`config.mk`:
```
export PLATFORM = sky130hd
export DESIGN_NAME = bp_fe_queue_fifo
export DESIGN_NICKNAME = d
export VERILOG_FILES = /design/src/rtl/bp_fe_queue_fifo.sv
export SDC_FILE = /design/constraint.sdc
export NUM_CORES = 1
export LEC_CHECK = 0
export ABC_CLOCK_PERIOD_IN_PS = 16700
export BUFFER_PORTS_ARGS = -buffer_cell sky130_fd_sc_hd__buf_2
export CAP_MARGIN = 10
export CORE_UTILIZATION = 39
export CTS_BUF_LIST = sky130_fd_sc_hd__clkbuf_16
export DETAILED_ROUTE_END_ITERATION = 12
export GPL_TIMING_DRIVEN = 0
export PLACE_DENSITY = 0.62
export SLEW_MARGIN = 20
export SYNTH_ARGS = -nofsm -noshare
export SYNTH_HDL_FRONTEND = slang
export SYNTH_SLANG_ARGS = --single-unit
export TNS_END_PERCENT = 5
```
`constraint.sdc`:
```
create_clock -name clk_i -period 16.7 [get_ports clk_i]
set_clock_uncertainty 0.05 [all_clocks]
set_input_delay 0.835 -clock clk_i [delete_from_list [all_inputs] [get_ports clk_i]]
set_output_delay 0.835 -clock clk_i [all_outputs]
set_load 0.02 [all_outputs]
```
`src/rtl/bp_fe_queue_fifo.sv`:
```
// bp_fe_queue_fifo: circular-buffer FIFO between pc_gen and the FE queue consumer.
// The buffer holds els_p messages of width_p bits. Full and empty are told apart
// by an explicit occupancy count, so the read and write pointers may be equal in
// both cases.
// ready_o depends only on registered state. clr_i flushes the queue and takes
// priority over any enqueue or dequeue requested in the same cycle.
// Optional feature macro: BP_FE_QUEUE_BYPASS_EN. When it is defined, a message
// arriving at an empty queue is presented on data_o in the same cycle. If the
// consumer takes it in that cycle, the message is never written into storage.
// With the macro undefined, there is no combinational path from the input side
// to the output side.
// els_p must be a power of two and at least 2, so that the pointers wrap naturally.

module bp_fe_queue_fifo #(
    parameter int els_p   = 8,
    parameter int width_p = 128
) (
    input  logic                         clk_i,
    input  logic                         reset_i,
    input  logic                         clr_i,
    input  logic [width_p-1:0]           data_i,
    input  logic                         v_i,
    output logic                         ready_o,
    output logic [width_p-1:0]           data_o,
    output logic                         v_o,
    input  logic                         yumi_i,
    output logic [$clog2(els_p+1)-1:0]   count_o
);

    localparam int PtrW = $clog2(els_p);
    localparam int CntW = $clog2(els_p + 1);

    localparam logic [CntW-1:0] FullCount = CntW'(els_p);
    localparam logic [CntW-1:0] CntOne    = CntW'(1);
    localparam logic [PtrW-1:0] PtrOne    = PtrW'(1);

    logic [width_p-1:0] r_mem [els_p];
    logic [PtrW-1:0]    r_wptr;
    logic [PtrW-1:0]    r_rptr;
    logic [CntW-1:0]    r_count;

    logic               w_notEmpty;
    logic               w_full;
    logic               w_enq;
    logic               w_deq;
    logic [width_p-1:0] w_headData;

    // Occupancy flags and the ready signal, all derived from registered state only
    always_comb begin
        w_notEmpty = (r_count != '0);
        w_full     = (r_count == FullCount);
        ready_o    = ~w_full;
        count_o    = r_count;
        w_headData = r_mem[r_rptr];
    end

`ifdef BP_FE_QUEUE_BYPASS_EN
    logic w_bypass;

    // Forward an incoming message straight to the output when the queue is empty;
    // a message consumed in the same cycle is not stored
    always_comb begin
        w_bypass = ~w_notEmpty & v_i & ~clr_i;
        v_o      = w_notEmpty | w_bypass;
        data_o   = w_bypass ? data_i : w_headData;
        w_enq    = v_i & ready_o & ~clr_i & ~(w_bypass & yumi_i);
        w_deq    = yumi_i & w_notEmpty & ~clr_i;
    end
`else
    // Output side sees stored entries only; the enqueue and dequeue strobes are
    // masked by the flush request
    always_comb begin
        v_o    = w_notEmpty;
        data_o = w_headData;
        w_enq  = v_i & ready_o & ~clr_i;
        w_deq  = yumi_i & w_notEmpty & ~clr_i;
    end
`endif

    // Write the accepted message into the slot at the write pointer (storage itself is never reset)
    always_ff @(posedge clk_i) begin
        if (w_enq && !reset_i) begin
            r_mem[r_wptr] <= data_i;
        end
    end

    // Advance the pointers and the occupancy count; reset and flush both empty the queue
    always_ff @(posedge clk_i) begin
        if (reset_i || clr_i) begin
            r_wptr  <= '0;
            r_rptr  <= '0;
            r_count <= '0;
        end else begin
            if (w_enq) begin
                r_wptr <= r_wptr + PtrOne;
            end
            if (w_deq) begin
                r_rptr <= r_rptr + PtrOne;
            end
            case ({w_enq, w_deq})
                2'b10:   r_count <= r_count + CntOne;
                2'b01:   r_count <= r_count - CntOne;
                default: r_count <= r_count;
            endcase
        end
    end

`ifndef SYNTHESIS
    // Flag a consumer taking data that is not valid, and an impossible occupancy value
    always_ff @(posedge clk_i) begin
        if (!reset_i) begin
            assert (!(yumi_i && !v_o));
            assert (r_count <= FullCount);
        end
    end
`endif

endmodule

```
Yosys cells after proc, flatten, opt, wreduce, memory -nomap -nowiden
Memory sizes are Yosys's and may differ from the RTL's. A register that Yosys moved wholly into a read port is not among the register bits.
Cells that the tools add are included.
{ "word_totals": {"ramBits": 1024, "output_inout_bits": 134, "mem_count": 1, "register_bits": 10, "word_cells": 27} }
{ "memory_table": {"columns": ["memory", "words", "word_bits", "rd", "rd_clocked_by_memory_dff", "write_ports", "line_no", "text"], "rows": [
  ["r_mem", 8, 128, 1, 1, 1, "37", "logic [width_p-1:0] r_mem [els_p];"]
]} }
{ "classes": {"n_addsub": 4, "reduce_logical": 5, "bitwise_logic": 6, "mux": 5, "n_eq_ne": 3} }
{ "ops": {"columns": ["operator", "n"], "rows": [
  ["$pmux 4 s2", 1],
  ["$add 3x1->3 const B", 2],
  ["$mux 3", 2],
  ["$add 4x1->4 const B", 1],
  ["$and 1x1->1", 4],
  ["$eq 4x4->1 const B", 1],
  ["$reduce_bool 4->1", 1],
  ["$sub 4x1->4 const B", 1],
  ["$eq 2x1->1 const B", 1],
  ["$eq 2x2->1 const B", 1],
  ["$mux 1", 2],
  ["$not 1->1", 2],
  ["$reduce_bool 2->1", 1],
  ["$logic_and 1x1->1", 1],
  ["$logic_not 1->1", 1],
  ["$logic_or 1x1->1", 1]
]} }

Depth between registers and ports, before layout
Gate-level depths: netlist of the first run.
{ "depth": {"word_depth": 7, "depth_mapped": 11, "ltp_nobuf": 10} }

Worst setup path before layout of the first run
OpenSTA, ideal clock, no wires.
{ "synth_path": {"path_kind": "in2reg", "start": "input port clr_i", "end": "memory r_mem[0][0], enable pin", "path_buffers": 0, "t_arrival_ns": 10.136, "path_stages": 3, "setup_time_ns": 0.772, "path_slack_ns": 5.742, "required_ns": 15.878, "cell_sequence": "or2_2 or3_1 nor3_1"} }
{ "synth_via": {"elab_chain_cells": 5} }
{ "synth_rtl": {"columns": ["element", "line_no", "text"], "rows": [
  ["start, declared", "20", "input logic clr_i,"],
  ["$not 1->1", "75", "w_enq = v_i & ready_o & ~clr_i;"],
  ["$and 1x1->1", "75", null],
  ["$logic_and 1x1->1", "82", "if (w_enq && !reset_i) begin"],
  ["$mux 1", "82", null],
  ["$mux 1 (implied by the code)", "83", "r_mem[r_wptr] <= data_i;"],
  ["end, declared", "37", null]
]} }
Every way passes these cells.

==> results.md, run 1 <==
- Yosys reg bits: about 1000
- Core ar.: between 100000 and 150000 sq um
- Wire per inst: between 20 and 25 microns
- Yosys warnings: 0
- RSZ-0062 raised after global routing: no
- Max Clock Freq: 0.237 GHz
- Synth Area in Compound Gates: 0.00108
- Largest net degree at the start of global routing: 20
- Max Slew Vio Count: 0
- Die W: roughly 320 microns
- Area growth syn-to-layout: 20.5%
- Post-CTS Resized: 0
- Reg2reg path depth: 12
- Initial antenna violation count: 14
- Non-filler cells, final: between 3000 and 4000
- H-tree depth: 3
- Via count: roughly 18000
- Initial drt markers: 1441
- Period utilization: 0.253
- Register area share after synthesis: 0.784
- Fin. Hold Viols: 0
- Peak supply drop: around 0.000081 V
- Post-CTS setup buffers: 0
- Worst reg2reg path startpoint: count_o[1]
- DRC: 0
- Post-synthesis mux area share: 0.188
- CP Class: flop to output port
- Hold Worst Slack: 0.353 ns
- Fin util: 0.475
- Area leader, netlist: edfxtp_1
- Post-synth top cells: edfxtp_1, mux4_2, mux2_2
- Total CTS buffers: around 110
- Setup crit start kind: flop
- IO Count: roughly 270
- Antenna Nets Post-Route: 0
- Max Root-Sink Buffers: 3
- Syn_area_per_cell: between 20 and 30 sq um
- Nets: 2161
- Row cnt: roughly 120
- Pleak: approximately 15 nW
- Vias in the first global route: around 19000
- Die H: 320 microns
- Synth Flop Type: edfxtp_1
- DR vias/cell: 5.07
- Clk_lat worst skew: between 0.6 and 0.7 ns
- Worst setup EP type: output port
- EDFF count, synth: about 1000
- Clock transition at path regs: about 0.06 ns
- Period minus WS final: about 4.2 ns
- Ys async rst share: 0
- DIE AREA: between 100000 and 150000 sq um
- # setup viols final: 0
- Power, Total: 5.38 mW
- First-pass GRT wire length: 125000 microns
- Status: finished clean
- Worst slew pin tran: a little over 0.9 ns
- Hpwl dp: around 55000 microns
- Min-delay worst type: input pin to flop
- Cell Count Post-Placement: roughly 3300
- CP required: roughly 16 ns
- Hold bufs inserted after CTS: 0
- Critical R2R Capture: r_mem[0][84]
- Hold Path End: r_mem[5][79]
- CTS tree: done
- Synthesized instance count: 1557
- R2R Setup Slk: 13.21 ns
- Clock root buffer: clkbuf_16
- Yosys cell types: 32
- Worst Path Arrival: roughly 3.3 ns
- Routed WL: 85300 microns
- Mapped Area: roughly 40000 sq um
- Port bufs: 266
- Power per cell area: ~110 nW/um^2
- Simple-gate portion of the synthesized area: 0.00490
- Clock Sinks: 1037
- Main combinational cell family by area after synthesis: multiplexers
- Area share of fa/ha/maj cells after synthesis: 0.00158
- Count leader, synth: edfxtp_1
- Synth area leaders: edfxtp_1, mux4_2, mux4_1
- Total gr overflow: 0
- Hold_sp: data_i[79]
- Router iterations before antenna repair: 5
- Initial Util: 0.394
- Share of cells above drive strength 1: 0.425
- Synth Net Count: ~1700
- Crit Path Max Fanout: 10
- Gpl congestion: 0.690
- Relative slew slack: 0.397
- Yosys top cell area share: 0.777
- GRT Total Usage: 0.167
- Hold path cells: 1
- Max-cap violation count: 0
- XOR/XNOR share of the synthesized area: 0.00155
worst max-delay path by stage:
stage	from	endpoint	cells after the start
floorplan	clr_i	r_mem[0][0]	3
global placement	clr_i	r_mem[0][84]	4
detailed placement	clr_i	r_mem[0][75]	11
CTS	flop	data_o[45]	5
global route	flop	data_o[42]	5
finish	flop	data_o[45]	5
final cells by class:
type | instances | area [sq um]
clock inverter | 87 | 746
sequential | 1037 | 31000
fill | 8162 | 52600
multi-input combinational | 446 | 7870
buffer | 74 | 729
clock buffer | 113 | 2830
timing repair buffer | 356 | 2780
antenna | 6 | 15.0
tap | 1357 | 1700
stage by stage:
step	TNS (ns)	area (sq um)	worst slack (ns)
after floorplan	0	39600	5.74
after global placement	-1227.14	42600	-5.03
after detailed placement	0	44100	12.86
after CTS	0	47700	12.36
after global routing	0	47700	12.31
final	0	47700	12.47
flip-flops by register name, indices dropped and copies added (netlist names), named ones only:
| name | flops |
|---|---|
| r_mem | 1024 |
| count_o | 4 |
| r_rptr | 3 |
| r_wptr | 3 |
placed cells by master, fill, tap and decap left out, types with 3 or more instances in the layout:
cell type and count:
buf_6 16, clkbuf_8 14, clkinv_2 16, dfxtp_1 13
clkbuf_16 113, clkinv_1 19, clkinvlp_4 8, mux4_2 198
mux2_2 129, clkinv_4 3, buf_12 30, or3_1 3
nand2_1 7, nand3_1 4, inv_1 23, nor2_4 6
a21oi_1 4, xor2_1 7, buf_1 14, edfxtp_1 1024
nor2_1 9, buf_16 20, ha_1 5, bufinv_16 10
inv_6 4, buf_4 36, buf_2 268, buf_8 17
diode_2 6, mux4_1 58, clkbuf_1 13
report_power, final:
group          total, mW  internal (mW)  switching (mW)  leakage, nW
combinational      0.129         0.0507          0.0783         4.16
sequential          2.88           2.87         0.00330         9.33
clock               2.37           1.38           0.991         1.82
total               5.38           4.31            1.07         15.3
logic make-up (layout without fill, tap and decap cells):
| family | after synthesis | after routing |
|---|---|---|
| other | 0 | 6 |
| DFF | 1037 | 1037 |
| buffers and inverters | 74 | 630 |
| and+or+nand+nor | 40 | 40 |
| muxes | 387 | 387 |
| xor gates and xnor gates | 7 | 7 |
| adders and majority gates | 5 | 5 |
| AOI/OAI and AO/OA | 7 | 7 |
layer usage:
metal	part of all wire	wire [microns]	up-vias	GRT usage
met5	0.0012	106	-	0
met4	0.023	1960	16	0.0548
met3	0.050	4280	130	0.0356
met2	0.51	43500	407	0.282
met1	0.42	35500	9353	0.216
li1	-	-	7722	-
critical path: stages (launching register included):
cell and delay (ns):
dfxtp_1 0.39, buf_2 0.60, buf_1 0.73, mux4_1 0.41, mux2_2 0.33, buf_2 0.17
Power figures use the tool's default switching activity.
==> inputs of run 2 (changes only) <==
--- a/config.mk
+++ b/config.mk
@@ -5,14 +5,14 @@
 export SDC_FILE = /design/constraint.sdc
 export NUM_CORES = 1
 export LEC_CHECK = 0
-export ABC_CLOCK_PERIOD_IN_PS = 16700
+export ABC_CLOCK_PERIOD_IN_PS = 3500
 export BUFFER_PORTS_ARGS = -buffer_cell sky130_fd_sc_hd__buf_2
 export CAP_MARGIN = 10
 export CORE_UTILIZATION = 39
 export CTS_BUF_LIST = sky130_fd_sc_hd__clkbuf_16
 export DETAILED_ROUTE_END_ITERATION = 12
 export GPL_TIMING_DRIVEN = 0
-export PLACE_DENSITY = 0.62
+export PLACE_DENSITY = 0.65
 export SLEW_MARGIN = 20
 export SYNTH_ARGS = -nofsm -noshare
 export SYNTH_HDL_FRONTEND = slang
==> constraint.sdc (replaced) <==
create_clock -name clk_i -period 3.5 [get_ports clk_i]
set_clock_uncertainty 0.05 [all_clocks]
set_input_delay 0.175 -clock clk_i [delete_from_list [all_inputs] [get_ports clk_i]]
set_output_delay 0.175 -clock clk_i [all_outputs]
set_load 0.02 [all_outputs]
==> results.md, run 2 (synthesized netlist as in run 1, its figures left out) <==
- Total gr overflow: 0 (unchanged)
- Met3 wire len: 3950 microns (-7.7%)
- Port bufs: 266 (unchanged)
- Status: finished clean
- Antenna Nets Post-Route: 0 (unchanged)
- Register area: 31000 sq um (about the same)
- Most common cell after layout, fill and taps aside: edfxtp_1
- Power per cell area: 522 nW/um^2 (+360%)
- Top layer in use: met5
- Hold Worst Slack: 0.149 ns (-0.204 ns)
- DR vias/cell: 5.12 (+0.89%)
- Clock root buffer: clkbuf_16
- CP Class: flop to output port
- Multi-input logic area: 7900 sq um (+0.32%)
- Via count: 18300 (+4.0%)
- H-tree depth: 3 (unchanged)
- Crit-path max cell delay: 0.69 ns (-0.04 ns)
- Top reg by flops: r_mem
- # setup viols final: 0 (unchanged)
- Total CTS buffers: 107 (-0.93%)
- GRT Total Usage: 0.172 (+0.00453)
- CTS tree: done
- Period utilization: 0.983
- Fin util: 0.489 (+0.0135)
- Share of cells above drive strength 1: 0.399 (-0.0261)
- Max Root-Sink Buffers: 3 (unchanged)
- Max-cap violation count: 0 (unchanged)
- Row cnt: 116 (unchanged)
- Initial drt markers: 1495 (+3.7%)
- R2R Setup Slk: 0.22 ns (-12.99 ns)
- Pre-CTS setup slack: 0.188 ns (-12.67 ns)
- Met2 wire length: 45300 microns (+4.3%)
- Die W: 320 microns (unchanged)
- Largest net degree at the start of global routing: 20 (unchanged)
- Clock transition at path regs: 0.06 ns (about the same)
- Max Clock Freq: between 0.2 and 0.3 GHz
- Worst setup EP type: output port
- Clk_lat worst skew: 0.67 ns (-0.02 ns)
- First-pass GRT wire length: 129000 microns (+3.4%)
- Router iterations before antenna repair: 5 (unchanged)
- Cell Chain, Critical Path: buf_2, buf_1, mux4_1, mux2_2, buf_2
- CP required: 3.27 ns (-12.55 ns)
- Period minus WS final: about 3.4 ns
- Worst slew pin tran: 0.956 ns (+0.0511 ns)
- Worst Path Arrival: 3.22 ns (-0.12 ns)
- Max reg flops: 1024 (unchanged)
- Vias in the first global route: 19800 (+5.7%)
- Placed Area: 44200 sq um (+0.33%)
- Fillers: 7962 (-2.5%)
- Most frequent cells in the layout: edfxtp_1, buf_2, mux4_2, dlygate4sd3_1, mux2_2
- Post-CTS setup buffers: 0 (unchanged)
- Setup crit start kind: flop
- Initial antenna violation count: 5 (-9)
- IO Count: 267 (unchanged)
- Hpwl dp: 55900 microns (+1.1%)
- Met1 wire length: 36800 microns (+3.8%)
- Routed WL: 87900 microns (+3.1%)
- Die H: 320 microns (unchanged)
- DRC: 0 (unchanged)
- Wire per inst: 24.5 microns (about the same)
- Relative slew slack: 0.363 (-0.0341)
- Fin area: 49000 sq um (+2.9%)
- Core ar.: 100000 sq um (unchanged)
- Min-delay worst type: input pin to flop
- Area growth syn-to-layout: 24.0%
- Final worst slack: 0.0594 ns (-12.41 ns)
- Crit path top cell by count: buf_2
- Crit Path Max Fanout: 10 (unchanged)
- Gpl congestion: 0.704 (+2.1%)
- RSZ-0062 raised after global routing: yes
- Slowest CP cell: buf_1
- Nets: 2279 (+5.5%)
- Initial Util: 0.394 (unchanged)
- Max Slew Vio Count: 0 (unchanged)
- DIE AREA: 103000 sq um (unchanged)
- Fin. Hold Viols: 0 (unchanged)
- Peak supply drop: 0.000389 V (+380%)
- Final setup TNS: 0 ns (unchanged)
- Pleak: 15.8 nW (+3.3%)
- Clock Sinks: 1037 (unchanged)
## run 2: changes by cell type in the layout (fill, tap and decap cells not counted), moves of 3 or more
cell,delta
dlygate4sd3_1,+133
buf_4,-36
buf_8,+24
buf_1,-5
diode_2,-5
buf_12,-4
buf_16,+4
clkbuf_16,-4
dfxtp_1,-4
dfxtp_4,+3
inv_6,+3
## run 2: report_power, final
| group | leakage [nW] | internal (mW) | switching, mW |
|---|---|---|---|
| combinational | 4.71 | 0.343 | 0.411 |
| clock | 1.76 | 6.51 | 4.60 |
| sequential | 9.33 | 13.7 | 0.0164 |
## run 2: final timing paths
path,start,cells past startpoint,endpoint
worst max-delay path,flop,5,data_o[18]
worst min-delay path,clr_i,4,r_mem[0][117]
worst max register to register,count_o[0],10,r_mem[4][78]
worst min register to register,r_rptr[1],2,r_rptr[1]
## run 2: per-stage QoR
stage          instances  power (mW)
5_1_grt             3584        26.4
3_5_place_dp        3256        14.6
4_1_cts             3583        25.9
3_3_place_gp        3180        14.6
6_report            3584        25.6
2_1_floorplan       1557        14.3
## run 2: layer usage
| metal | vias to the layer above | global-route usage |
|---|---|---|
| met2 | 446 | 0.297 |
| met4 | 6 | 0.0505 |
| met5 | - | 0 |
| met3 | 116 | 0.0296 |
| li1 | 7954 | - |
| met1 | 9816 | 0.222 |
## run 2: timing repair
action	4_1_cts	5_1_grt
resized for setup	6	2
hold buffers	133	0
pin swaps	0	0
endpoints found under the setup margin	51	32
endpoints found under the hold margin	1034	0
## run 2: final cells by class
cell class	count	area share
sequential	1037	0.633
multi-input combinational	446	0.161
timing repair buffer	475	0.0857
clock buffer	109	0.0556
tap	1357	0.0346
buffer	74	0.0154
clock inverter	85	0.0147
antenna	1	0.0000510
## run 2: worst max-delay path, delay by kind of cell (launching register included)
family	cells	cell delay [ns]
buffers and inverters	3	1.43
multiplexers	2	0.70
flip-flops	1	0.40
==> inputs of run 3 (changes only) <==
--- a/config.mk
+++ b/config.mk
@@ -8,11 +8,13 @@
 export ABC_CLOCK_PERIOD_IN_PS = 3500
 export BUFFER_PORTS_ARGS = -buffer_cell sky130_fd_sc_hd__buf_2
 export CAP_MARGIN = 10
+export CELL_PAD_IN_SITES_DETAIL_PLACEMENT = 1
+export CELL_PAD_IN_SITES_GLOBAL_PLACEMENT = 1
 export CORE_UTILIZATION = 39
 export CTS_BUF_LIST = sky130_fd_sc_hd__clkbuf_16
 export DETAILED_ROUTE_END_ITERATION = 12
 export GPL_TIMING_DRIVEN = 0
-export PLACE_DENSITY = 0.65
+export PLACE_DENSITY = 0.7
 export SLEW_MARGIN = 20
 export SYNTH_ARGS = -nofsm -noshare
 export SYNTH_HDL_FRONTEND = slang
==> results.md, run 3 (synthesized netlist as in run 1, its figures left out) <==
- Via count: 18300 (-0.33%)
- Crit-path max cell delay: 0.68 ns (about the same)
- Max-cap violation count: 0 (unchanged)
- CP delay by family, top: buffers and inverters
- Router iterations before antenna repair: 5 (unchanged)
- Worst Path Arrival: 3.15 ns (-0.07 ns)
- Placed Area: 44200 sq um (about the same)
- Clock transition at path regs: 0.06 ns (about the same)
- DIE AREA: 103000 sq um (unchanged)
- Die W: 320 microns (unchanged)
- Reg2reg path depth: 10 (unchanged)
- Max reg flops: 1024 (unchanged)
- Period minus WS final: 3.38 ns (-0.0623 ns)
- Port bufs: 266 (unchanged)
- Max Slew Vio Count: 0 (unchanged)
- Setup crit start kind: flop
- Peak supply drop: 0.000407 V (+4.7%)
- Most frequent cells in the layout: edfxtp_1, buf_2, mux4_2, dlygate4sd3_1, mux2_2
- Clock root buffer: clkbuf_16
- Status: finished clean
- Initial antenna violation count: 6 (+1)
- Slowest CP cell: buf_1
- Routed WL: 93700 microns (+6.6%)
- Area growth syn-to-layout: 25.0%
- First-pass GRT wire length: 137000 microns (+6.4%)
- Total CTS buffers: 109 (+1.9%)
- Most common cell after layout, fill and taps aside: edfxtp_1
- Final worst slack: 0.122 ns (+0.0623 ns)
- Power per cell area: 540 nW/um^2 (+3.5%)
- Top reg by flops: r_mem
- Max Clock Freq: 0.296 GHz (+1.8%)
- Relative slew slack: 0.373 (+0.0107)
- Worst setup EP type: output port
- Min-delay worst type: input pin to flop
- # setup viols final: 0 (unchanged)
- GRT Total Usage: 0.184 (+0.0122)
- H-tree depth: 3 (unchanged)
- CTS tree: done
- Fin util: 0.493 (+0.00398)
- Gpl congestion: 0.712 (+1.2%)
- Initial Util: 0.394 (unchanged)
- Max Root-Sink Buffers: 3 (unchanged)
- IO Count: 267 (unchanged)
- Period utilization: 0.965 (-0.0178)
- Pre-CTS setup slack: 0.0205 ns (-0.168 ns)
- Antenna Nets Post-Route: 0 (unchanged)
- Fin. Hold Viols: 0 (unchanged)
- Hpwl dp: 60800 microns (+8.8%)
- Share of cells above drive strength 1: 0.406 (+0.00680)
- Levels on crit path: 5 (unchanged)
- Total gr overflow: 0 (unchanged)
- Row cnt: 116 (unchanged)
- Cell Chain, Critical Path: buf_2, buf_1, mux4_2, mux2_2, buf_2
- Pleak: 16.0 nW (+1.2%)
- Core ar.: 100000 sq um (unchanged)
- Worst path bufs/invs: 3 (unchanged)
- Clk_lat worst skew: 0.68 ns (about the same)
- Largest net degree at the start of global routing: 21 (+5.0%)
- RSZ-0062 raised after global routing: yes
- Wire per inst: 26.0 microns (+6.2%)
- CP Class: flop to output port
- Crit path top cell by count: buf_2
- DR vias/cell: 5.08 (-0.72%)
- Worst slew pin tran: 0.940 ns (-0.0160 ns)
- Fin area: 49400 sq um (+0.81%)
- CP required: 3.27 ns (about the same)
- Hold path cells: 4 (unchanged)
- Clock Sinks: 1037 (unchanged)
- Initial drt markers: 1295 (-13%)
- Post-CTS setup buffers: 0 (unchanged)
- Nets: 2280 (+0.044%)
- Vias in the first global route: 20400 (+3.4%)
- DRC: 0 (unchanged)
- Die H: 320 microns (unchanged)
- Crit Path Max Fanout: 10 (unchanged)
==> run 3: worst paths after layout <==
check,startpoint,to,slack (ns)
worst max-delay path,flop,data_o[0],0.12
worst min-delay path,clr_i,r_mem[1][21],0.19
worst max register to register,count_o[0],r_mem[4][81],0.13
worst min register to register,r_rptr[1],r_rptr[1],0.45
==> run 3: report_power, final <==
group          switching (mW)  total (mW)  internal [mW]  leakage [nW]
Clock                    4.87        12.2           7.34          1.94
Sequential             0.0177        13.7           13.7          9.33
Combinational           0.418       0.762          0.344          4.72
==> run 3: routing by layer <==
| layer | global-route usage | part of all wire | vias up |
|---|---|---|---|
| met5 | 0 | 0.00059 | - |
| met4 | 0.0503 | 0.017 | 8 |
| met3 | 0.0306 | 0.039 | 118 |
| met2 | 0.323 | 0.52 | 392 |
| met1 | 0.236 | 0.42 | 9800 |
| li1 | - | - | 7959 |
==> run 3: area by class of cell <==
type | instances | area (sq um)
Multi-Input combinational cell | 446 | 7900
Fill cell | 8827 | 50900
Tap cell | 1357 | 1700
Buffer | 74 | 767
Sequential cell | 1037 | 31000
Clock buffer | 111 | 2780
Antenna cell | 3 | 7.51
Clock inverter | 96 | 1050
Timing Repair Buffer | 474 | 4210
==> run 3: through the flow <==
stage / TNS [ns] / total power, mW / cells / hold WS, ns
finish: 0 / 26.7 / 3598 / 0.190
global route: -0.000973 / 27.4 / 3597 / 0.197
CTS: 0 / 27.0 / 3595 / 0.131
detailed placement: 0 / 14.6 / 3255 / 0.395
global placement: -2995.20 / 14.6 / 3180 / 0.379
floorplan: -333.89 / 14.3 / 1557 / 0.224
==> run 3: worst reg2reg max path, cell delays in order, from the launching register on <==
cell      delay [ns]
dfxtp_4         0.38
or4b_1          0.13
clkbuf_8        0.15
nand4_1         0.40
nor3_4          0.82
buf_12          0.27
buf_16          0.18
buf_8           0.18
buf_8           0.18
buf_6           0.17
buf_8           0.17
==> run 3: repair_timing <==
action	in CTS	in global routing
setup endpoints to repair	50	21
hold buffers	133	0
hold endpoints to repair	1034	0
gates resized for setup	9	3
